$ cat config.mk
export PLATFORM = sky130hd
export DESIGN_NAME = vga_text_console
export DESIGN_NICKNAME = d
export VERILOG_FILES = /design/src/rtl/vga_text_pkg.sv /design/src/rtl/vga_text_console.sv
export SDC_FILE = /design/constraint.sdc
export NUM_CORES = 1
export LEC_CHECK = 0
export CORE_MARGIN = 10
export CORE_UTILIZATION = 45
export CTS_CLUSTER_DIAMETER = 50
export DETAILED_ROUTE_END_ITERATION = 7
export PLACE_DENSITY = 0.69
export SLEW_MARGIN = 10
export SYNTH_ARGS = -nofsm -noshare
export SYNTH_HDL_FRONTEND = slang
export SYNTH_SLANG_ARGS = --single-unit
$ cat constraint.sdc
create_clock -name main_clk -period 5.5 [get_ports main_clk]
set_input_delay 1.375 -clock main_clk [delete_from_list [all_inputs] [get_ports main_clk]]
set_output_delay 1.375 -clock main_clk [all_outputs]
set_load 0.02 [all_outputs]
$ cat src/rtl/vga_text_pkg.sv
// Shared types and constants for the hardware text console that drives the
// VGA text buffer through the main_clk I/O port.
package vga_text_pkg;

    typedef enum logic [2:0] {
        IDLE   = 3'd0,
        PUT    = 3'd1,
        SCR_RD = 3'd2,
        SCR_W1 = 3'd3,
        SCR_W2 = 3'd4,
        SCR_WR = 3'd5,
        CLR    = 3'd6
    } state_t;

    localparam logic [7:0] CH_BS    = 8'h08;
    localparam logic [7:0] CH_LF    = 8'h0A;
    localparam logic [7:0] CH_FF    = 8'h0C;
    localparam logic [7:0] CH_CR    = 8'h0D;
    localparam logic [7:0] CH_SPACE = 8'h20;

    localparam int CELL_BYTES        = 3;
    localparam int VGA_RESERVED_BASE = 20476;

    // 0x7F (DEL) is the only code at or above 0x20 that is not drawn
    function automatic logic is_printable(input logic [7:0] c);
        return ((c >= 8'h20) && (c <= 8'h7E)) || c[7];
    endfunction

endpackage

$ cat src/rtl/vga_text_console.sv
// Byte-stream text terminal: cursor tracking, 3-byte cell writes, control codes
// and word-copy scrolling, acting as an initiator on the VGA memory I/O port.
module vga_text_console
    import vga_text_pkg::*;
#(
    parameter int COLS      = 80,
    parameter int ROWS      = 30,
    parameter int TEXT_BASE = 0
) (
    input  logic        main_clk,
    input  logic        rst_n,
    input  logic        char_valid,
    output logic        char_ready,
    input  logic [7:0]  char_data,
    input  logic [7:0]  color_fg,
    input  logic [7:0]  color_bg,
    output logic        io_req,
    input  logic        io_gnt,
    output logic        io_do_write,
    output logic        io_do_byte_op,
    output logic [14:0] io_addr,
    output logic [15:0] io_write_data,
    input  logic [15:0] io_read_data,
    output logic [6:0]  cursor_col,
    output logic [4:0]  cursor_row,
    output logic        busy
);

    localparam int          ROW_BYTES  = COLS * CELL_BYTES;
    localparam logic [14:0] BASE_A     = 15'(TEXT_BASE);
    localparam logic [14:0] ROW_A      = 15'(ROW_BYTES);
    localparam logic [14:0] LAST_ROW_A = 15'(TEXT_BASE + (ROWS - 1) * ROW_BYTES);
    localparam logic [14:0] LAST_DST_A = LAST_ROW_A - 15'd2;
    localparam logic [14:0] END_A      = 15'(TEXT_BASE + ROWS * ROW_BYTES - 1);
    localparam logic [6:0]  COL_LAST   = 7'(COLS - 1);
    localparam logic [4:0]  ROW_LAST   = 5'(ROWS - 1);

    state_t      state;
    logic [1:0]  phase;
    logic [14:0] addr;
    logic [6:0]  col;
    logic [4:0]  row;
    logic [7:0]  ch, fg, bg;
    logic [15:0] word;
    logic        rdy_en;

    logic        accept;
    logic        wr_phase;
    logic [14:0] cell_addr;
    logic [14:0] addr_sum;
    logic [7:0]  cur_byte;

    assign accept    = char_valid & char_ready;
    assign cell_addr = 15'(TEXT_BASE + CELL_BYTES * (int'(row) * COLS + int'(col)));
    // Single incrementer serves cell bytes, clear bytes and scroll words
    assign addr_sum  = addr + ((state == SCR_WR) ? 15'd2 : 15'd1);

    always_comb begin
        cur_byte = bg;
        case (phase)
            2'd0:    cur_byte = (state == PUT) ? ch : CH_SPACE;
            2'd1:    cur_byte = fg;
            default: cur_byte = bg;
        endcase
    end

    always_comb begin
        io_req        = (state == PUT) || (state == SCR_RD) || (state == SCR_WR) || (state == CLR);
        wr_phase      = (state == PUT) || (state == SCR_WR) || (state == CLR);
        io_do_write   = io_req & io_gnt & wr_phase;
        io_do_byte_op = (state == PUT) || (state == CLR);
        io_addr       = (state == SCR_RD) ? addr + ROW_A : addr;
        io_write_data = 16'h0000;
        if (io_do_byte_op)
            io_write_data = {cur_byte, cur_byte};
        else if (state == SCR_WR)
            io_write_data = word;
    end

    assign char_ready = rdy_en & (state == IDLE);
    assign busy       = (state != IDLE);
    assign cursor_col = col;
    assign cursor_row = row;

    always_ff @(posedge main_clk or negedge rst_n) begin
        if (!rst_n) begin
            state  <= IDLE;
            phase  <= 2'd0;
            addr   <= 15'd0;
            col    <= 7'd0;
            row    <= 5'd0;
            ch     <= 8'h00;
            fg     <= 8'h00;
            bg     <= 8'h00;
            word   <= 16'h0000;
            rdy_en <= 1'b0;
        end else begin
            rdy_en <= 1'b1;
            case (state)
                IDLE: if (accept) begin
                    ch <= char_data;
                    fg <= color_fg;
                    bg <= color_bg;
                    if (is_printable(char_data)) begin
                        state <= PUT;
                        phase <= 2'd0;
                        addr  <= cell_addr;
                    end else if (char_data == CH_LF) begin
                        col <= 7'd0;
                        if (row < ROW_LAST) begin
                            row <= row + 5'd1;
                        end else begin
                            state <= SCR_RD;
                            addr  <= BASE_A;
                        end
                    end else if (char_data == CH_CR) begin
                        col <= 7'd0;
                    end else if (char_data == CH_BS) begin
                        if (col != 7'd0) col <= col - 7'd1;
                    end else if (char_data == CH_FF) begin
                        state <= CLR;
                        phase <= 2'd0;
                        addr  <= BASE_A;
                    end
                end
                PUT: if (io_gnt) begin
                    addr <= addr_sum;
                    if (phase == 2'd2) begin
                        phase <= 2'd0;
                        state <= IDLE;
                        if (col == COL_LAST) begin
                            col <= 7'd0;
                            if (row < ROW_LAST) begin
                                row <= row + 5'd1;
                            end else begin
                                // cell already written, so it scrolls up with its row
                                state <= SCR_RD;
                                addr  <= BASE_A;
                            end
                        end else begin
                            col <= col + 7'd1;
                        end
                    end else begin
                        phase <= phase + 2'd1;
                    end
                end
                SCR_RD: if (io_gnt) state <= SCR_W1;
                SCR_W1: state <= SCR_W2;
                SCR_W2: begin
                    word  <= io_read_data;
                    state <= SCR_WR;
                end
                SCR_WR: if (io_gnt) begin
                    if (addr == LAST_DST_A) begin
                        state <= CLR;
                        phase <= 2'd0;
                        addr  <= LAST_ROW_A;
                    end else begin
                        addr  <= addr_sum;
                        state <= SCR_RD;
                    end
                end
                CLR: if (io_gnt) begin
                    addr  <= addr_sum;
                    phase <= (phase == 2'd2) ? 2'd0 : phase + 2'd1;
                    if (addr == END_A) begin
                        state <= IDLE;
                        phase <= 2'd0;
                        col   <= 7'd0;
                        if (ch == CH_FF) row <= 5'd0;
                    end
                end
                default: state <= IDLE;
            endcase
        end
    end

endmodule

After elaboration in Yosys (flattened, before gate mapping)
Index checks and enable logic that the tools add are counted.
{ "totals": {"regBits": 73, "latch_bits": 0, "ram_bits": 0, "romBits": 0, "in_bits": 44, "out_inout_bits": 48, "wordCells": 158, "memories": 0} }
{ "op_classes": {"addsub": 7, "n_mul": 2, "n_div": 0, "order_cmp": 3, "n_eq_ne": 38, "shift": 0, "mux": 74, "n_bitwise": 4, "n_reduce_logical": 20} }
{ "ops": {"columns": ["operator", "count"], "rows": [
  ["$mux W15", 15],
  ["$mux W7", 11],
  ["$pmux W15 S4", 1],
  ["$mux W5", 10],
  ["$mux W3", 14],
  ["$eq A8 B4 Y1 const B", 5],
  ["$mux W16", 2],
  ["$eq A15 B13 Y1 const B", 2],
  ["$mux W2", 15],
  ["$pmux W3 S7", 1],
  ["$pmux W7 S3", 1],
  ["$reduce_and A10 Y1", 2],
  ["$reduce_and A9 Y1", 2],
  ["$pmux W8 S2", 1],
  ["$add A15 B2 Y15", 1],
  ["$add A15 B8 Y15 const B", 1],
  ["$mul A2 B13 Y15 const A", 1],
  ["$pmux W5 S3", 1],
  ["$add A12 B7 Y13", 1],
  ["$ne A2 B1 Y1 const B", 6],
  ["$ne A2 B2 Y1 const B", 6],
  ["$ne A4 B1 Y1 const B", 3],
  ["$ne A4 B4 Y1 const B", 3],
  ["$reduce_and A11 Y1", 1],
  ["other kinds (27)", 42]
]} }

Depth between registers and ports, before layout
{ "logic_depth": {"depth_word": 8, "mapped_depth": 15, "mapped_depth_nobuf": 15} }

Worst setup path after synthesis
OpenSTA, ideal clock, no wires.
{ "synth_path": {"kind": "register to register", "startpoint": "register row[1] (netlist: cursor_row[1])", "endpoint": "register addr[12]", "setup_ns": 0.138, "t_arrival_ns": 3.261, "t_required_ns": 5.362, "slack_ns": 2.101, "path_stages_with_launch": 16, "n_path_buf": 0, "synth_period_minus_slack_ns": 3.399, "path_cell_list": "dfrtp_1 -> ha_1 -> ha_1 -> fa_1 -> nand2_1 -> nor2_1 -> nand2_1 -> nor3b_1 -> a221o_1 -> ha_1 -> a21oi_1 -> o21ai_0 -> a41oi_1 -> o31ai_1 -> xnor2_1 -> o221ai_1"} }
{ "synth_between": {"elab_chain_cells": 6, "word_cells_on_any_way": 13, "cone_classes": "add/sub (1); mul (2); order compare (1); eq/ne (1); mux (7); reduce/logical (1)"} }
{ "synth_rtl": {"columns": ["element", "line", "rtl"], "rows": [
  ["start: declaration", "vga_text_console.sv:42", "logic [4:0] row;"],
  ["start signal: assignment", "vga_text_console.sv:111", "row <= row + 5'd1;"],
  ["start signal: assignment", "vga_text_console.sv:134", "row <= row + 5'd1;"],
  ["$mul A5 B3 Y8 or $lt A5 B5 Y1 (tied branches)", "vga_text_console.sv:54, vga_text_console.sv:110, vga_text_console.sv:133", null],
  ["$add A12 B7 Y13 or $mux W15 (tied branches)", "vga_text_console.sv:54, vga_text_console.sv:133", null],
  ["$mul A2 B13 Y15 or $mux W15 (tied branches)", "vga_text_console.sv:54, vga_text_console.sv:131", null],
  ["$mux W15 (on tied branches)", "vga_text_console.sv:104, vga_text_console.sv:128", null],
  ["$mux W15 (on tied branches)", "vga_text_console.sv:100, vga_text_console.sv:126", null],
  ["$pmux W15 S4", "vga_text_console.sv:99", "case (state)"],
  ["end signal: assignment", "vga_text_console.sv:107", "addr <= cell_addr;"],
  ["end signal: assignment", "vga_text_console.sv:127", "addr <= addr_sum;"],
  ["end signal: assignment", "vga_text_console.sv:159", "addr <= addr_sum;"],
  ["end: declaration", "vga_text_console.sv:40", "logic [14:0] addr;"]
]} }
Several ways; a longest one is shown, not always the timed one. The select of a mux whose other input is x is not followed.
A chain may end at the register's enable or synchronous reset.

Final worst setup path
{ "layout_path": {"startpoint": "register state[0]", "endpoint": "output io_write_data[9]"} }
{ "layout_between": {"elab_chain_cells": 4, "word_cells_on_any_way": 8, "cone_classes": "eq/ne (3); mux (4); reduce/logical (1)"} }
{ "layout_rtl": {"columns": ["element", "line", "rtl"], "rows": [
  ["start: declaration", "vga_text_console.sv:38", "state_t state;"],
  ["start signal: assignment", "vga_text_console.sv:87", "state <= IDLE;"],
  ["start signal: assignment", "vga_text_console.sv:105", "state <= PUT;"],
  ["start signal: assignment", "vga_text_console.sv:113", "state <= SCR_RD;"],
  ["$eq A3 B1 Y1", "vga_text_console.sv:61, vga_text_console.sv:71", null],
  ["$mux W8", "vga_text_console.sv:61", "2'd0: cur_byte = (state == PUT) ? ch : CH_SPACE;"],
  ["$pmux W8 S2", "vga_text_console.sv:60", "case (phase)"],
  ["$mux W16 (*)", "vga_text_console.sv:74", "if (io_do_byte_op)"],
  ["end: declaration", "vga_text_console.sv:22", "output logic [15:0] io_write_data,"]
]} }
Mark *: on every way between the ends. The rest lies on a longest branch, timed or not.

==> impl_metrics.env <==
export IMPL_post_cts_setup_buffers=0
export IMPL_fin_ws_ps=916
export IMPL_mostFrequentLayoutCells="nand2_1 (103), clkdlybuf4s50_1 (90), dfrtp_1 (73), a21oi_1 (38), o21ai_0 (36)"
export IMPL_synthDistinctLibCells=81
export IMPL_setup_tns_ps=0
export IMPL_fin_skew_ps=7.59
export IMPL_critPathBufInv=1
export IMPL_crit_arrival_ps=3210
export IMPL_grt_pass1_vias=4849
export IMPL_synth_top_family_by_area="simple AND/OR/NAND/NOR gates"
export IMPL_layout_commonest_cell="nand2_1"
export IMPL_dieArea_um2=17200
export IMPL_hold_path_class="reg2reg"
export IMPL_outcome="finished clean"
export IMPL_n_antenna_cell=0
export IMPL_syn_cell_area_um2=5560
export IMPL_ys_flop_type="dfrtp_1"
export IMPL_p_total_uw=4330
export IMPL_grt_first_pass_wirelength_um=26600
export IMPL_cts_max_path_buffers=2
export IMPL_powerDensity_nw_per_um2=629
export IMPL_avgViaCountPerCell=5.77
export IMPL_pre_cts_slack_ps=1360
export IMPL_first_pass_iters=4
export IMPL_routed_wirelength_um=16200
export IMPL_fin_crit_ps=4580
export IMPL_fp_dieH_um=131
export IMPL_worst_pin_slew_ps=1050
export IMPL_synthMuxAreaShare_pct=3.24
export IMPL_synthAdderAreaFrac_pct=9.10
export IMPL_synth_top_area_share_pct=32.9
export IMPL_hold_buffers=0
export IMPL_cp_cell_sequence="nor3b_2 > a221oi_1 > nor3_1 > a21o_1 > clkdlybuf4s50_1"
export IMPL_synth_top_cells_by_area="dfrtp_1 (33%), ha_1 (7.7%), nand2_1 (7.0%)"
export IMPL_max_stage_delay_ps=880
export IMPL_layout_drive_gt1_share_pct=8.37
export IMPL_slew_limit_headroom_pct=30.2
export IMPL_start_util_pct=46.1
export IMPL_htree_levels=3
export IMPL_p_leak_uw=0.00302
export IMPL_core_area_um2=12100
export IMPL_final_cell_area_um2=6880
export IMPL_grt_total_usage_pct=18.5
export IMPL_yosysWarningCount=0
export IMPL_nFillCells=1078
export IMPL_synthXorXnorAreaFrac_pct=4.26
export IMPL_cts_tree="done"
export IMPL_synthCells=633
export IMPL_nets=794
export IMPL_crit_path_start_kind="flop"
export IMPL_syn2layout_area_growth_pct=23.8
export IMPL_avgSynthCellArea_um2=8.78
export IMPL_yosys_area_share_simple_pct=24.2
export IMPL_yosysSeqAreaShare_pct=32.9
export IMPL_min_from="bg[5]"
export IMPL_clkSinkCount=73
export IMPL_numCtsBuffers=9
export IMPL_hold_end="bg[5]"
export IMPL_max_cap_viol_count=0
export IMPL_io_pins=92
export IMPL_ant_nets=0
export IMPL_cts_root_buf="clkbuf_16"
export IMPL_vias=5103
export IMPL_fin_crit_sh_pct=83.4
export IMPL_die_w_um=131
export IMPL_path_max_fanout=14
export IMPL_finalHoldViolCount=0
export IMPL_min_path_cells=2
export IMPL_port_buffers=91
export IMPL_cp_end_kind="output port"
export IMPL_drc=0
export IMPL_setup_violations=0
export IMPL_rsz0062_at_grt="no"
export IMPL_clk_latency_ps=350
export IMPL_post_route_util_pct=57.0
export IMPL_gr_total_overflow=0
export IMPL_synth_edf_count=0
export IMPL_cts_clk_slew_worst_paths_ps=60
export IMPL_crit_required_ps=4120
export IMPL_num_rows=40
export IMPL_place_area_um2=6560
export IMPL_antenna_found_initial=0
export IMPL_rr_endpoint="addr[12]"
export IMPL_place_congestion=0.914
export IMPL_grt_max_degree=38
export IMPL_r2r_start="cursor_row[1]"
export IMPL_dp_hpwl_um=12300
export IMPL_slew_viol_final=0
export IMPL_cp_top_family="simple AND/OR/NAND/NOR gates"
export IMPL_yosys_area_top_type="dfrtp_1"
export IMPL_worst_r2r_path_depth=15
export IMPL_wl_per_cell_um=18.3
export IMPL_ff2ff_setup_slack_ps=1770
export IMPL_critPathSlowestCell="nor3b_2"
export IMPL_fmax_mhz=218
export IMPL_synth_seq_cells=73
export IMPL_ctsResizeCount=0
export IMPL_async_reset_ff_share_pct=100
export IMPL_ir_worst_vdd_mv=0.278
export IMPL_crit_type="reg2out"
export IMPL_drtIter0Drc=418
export IMPL_synth_compound_area_share_pct=21.8
-- how the worst max path moves through the flow --
stage                                  end  cells past startpoint  slack [ps]           from
after floorplan                   addr[12]                     15        2100  cursor_row[1]
after global placement         io_do_write                      4        1420         io_gnt
after detailed placement  io_write_data[9]                      5        1360       state[0]
after CTS                 io_write_data[9]                      5         900       state[0]
after global routing      io_write_data[9]                      5         740       state[0]
final                     io_write_data[9]                      5         920       state[0]
-- synth_stat cells, types with 7 or more instances --
| master | count |
|---|---|
| o21ai_1 | 7 |
| dfrtp_1 | 73 |
| xor2_1 | 8 |
| nor2b_1 | 25 |
| ha_1 | 34 |
| buf_2 | 8 |
| nand3_1 | 18 |
| nor2_1 | 27 |
| mux2_2 | 16 |
| a21o_1 | 22 |
| a21oi_1 | 38 |
| nand2_1 | 103 |
| xnor2_1 | 19 |
| clkbuf_1 | 11 |
| nor3_1 | 13 |
| a221oi_1 | 11 |
| o21ai_0 | 36 |
| inv_1 | 22 |
| and2_1 | 7 |
| buf_4 | 7 |
-- power by group --
group          switching [uW]  total [uW]  internal, uW
Clock                     240         639           399
Combinational            1490        2600          1120
Sequential                318        1090           768
-- through the flow --
step | std cells | hold WS, ps
after floorplan | 634 | 446
after global placement | 869 | 459
after detailed placement | 869 | 463
after CTS | 885 | 477
after global routing | 885 | 494
final | 885 | 474
-- cell type report --
class,instances,area (um^2),share of cell area (%)
Tap cell,168,210,3.06
Inverter,24,90.1,1.31
Timing Repair Buffer,96,943,13.7
Multi-Input combinational cell,508,3490,50.7
Clock buffer,10,229,3.33
Sequential cell,73,1830,26.6
Clock inverter,6,90.1,1.31
-- state kept, by name, indices dropped and copies added (netlist names) --
register    flops
addr           15
cursor_row      5
fg              8
word           16
state           3
bg              8
cursor_col      7
ch              8
rdy_en          1
phase           2
-- worst reg2reg max path, cell delays in order (launching register included) --
cell,delay (ps)
dfrtp_1,470
ha_1,340
ha_1,230
fa_1,540
nand2_1,60
nor2_1,160
nand2_1,90
nor3b_1,300
a221o_1,210
ha_1,300
a21oi_1,160
o21ai_0,90
a41oi_1,190
o31ai_1,130
xnor2_1,170
o221ai_1,140
-- routing by layer --
layer | global-route usage, % | share of wire (%) | up-vias
met5 | 0 | 0 | -
met2 | 27.3 | 45 | 162
li1 | - | - | 2447
met4 | 4.75 | 1.2 | 0
met3 | 4.95 | 6.5 | 17
met1 | 26.1 | 47 | 2477
-- kinds of logic (layout without fill, tap and decap cells) --
kind of cell / Yosys count / in the layout
AND/OR/NAND/NOR: 251 / 251
AO/OA/AOI/OAI: 173 / 173
flip-flops: 73 / 73
buffers and inverters: 53 / 136
adder cells (fa/ha/maj): 38 / 38
XOR/XNOR: 27 / 27
multiplexers: 16 / 16
other: 2 / 3
No activity file was read; power rests on OpenSTA's default activity.
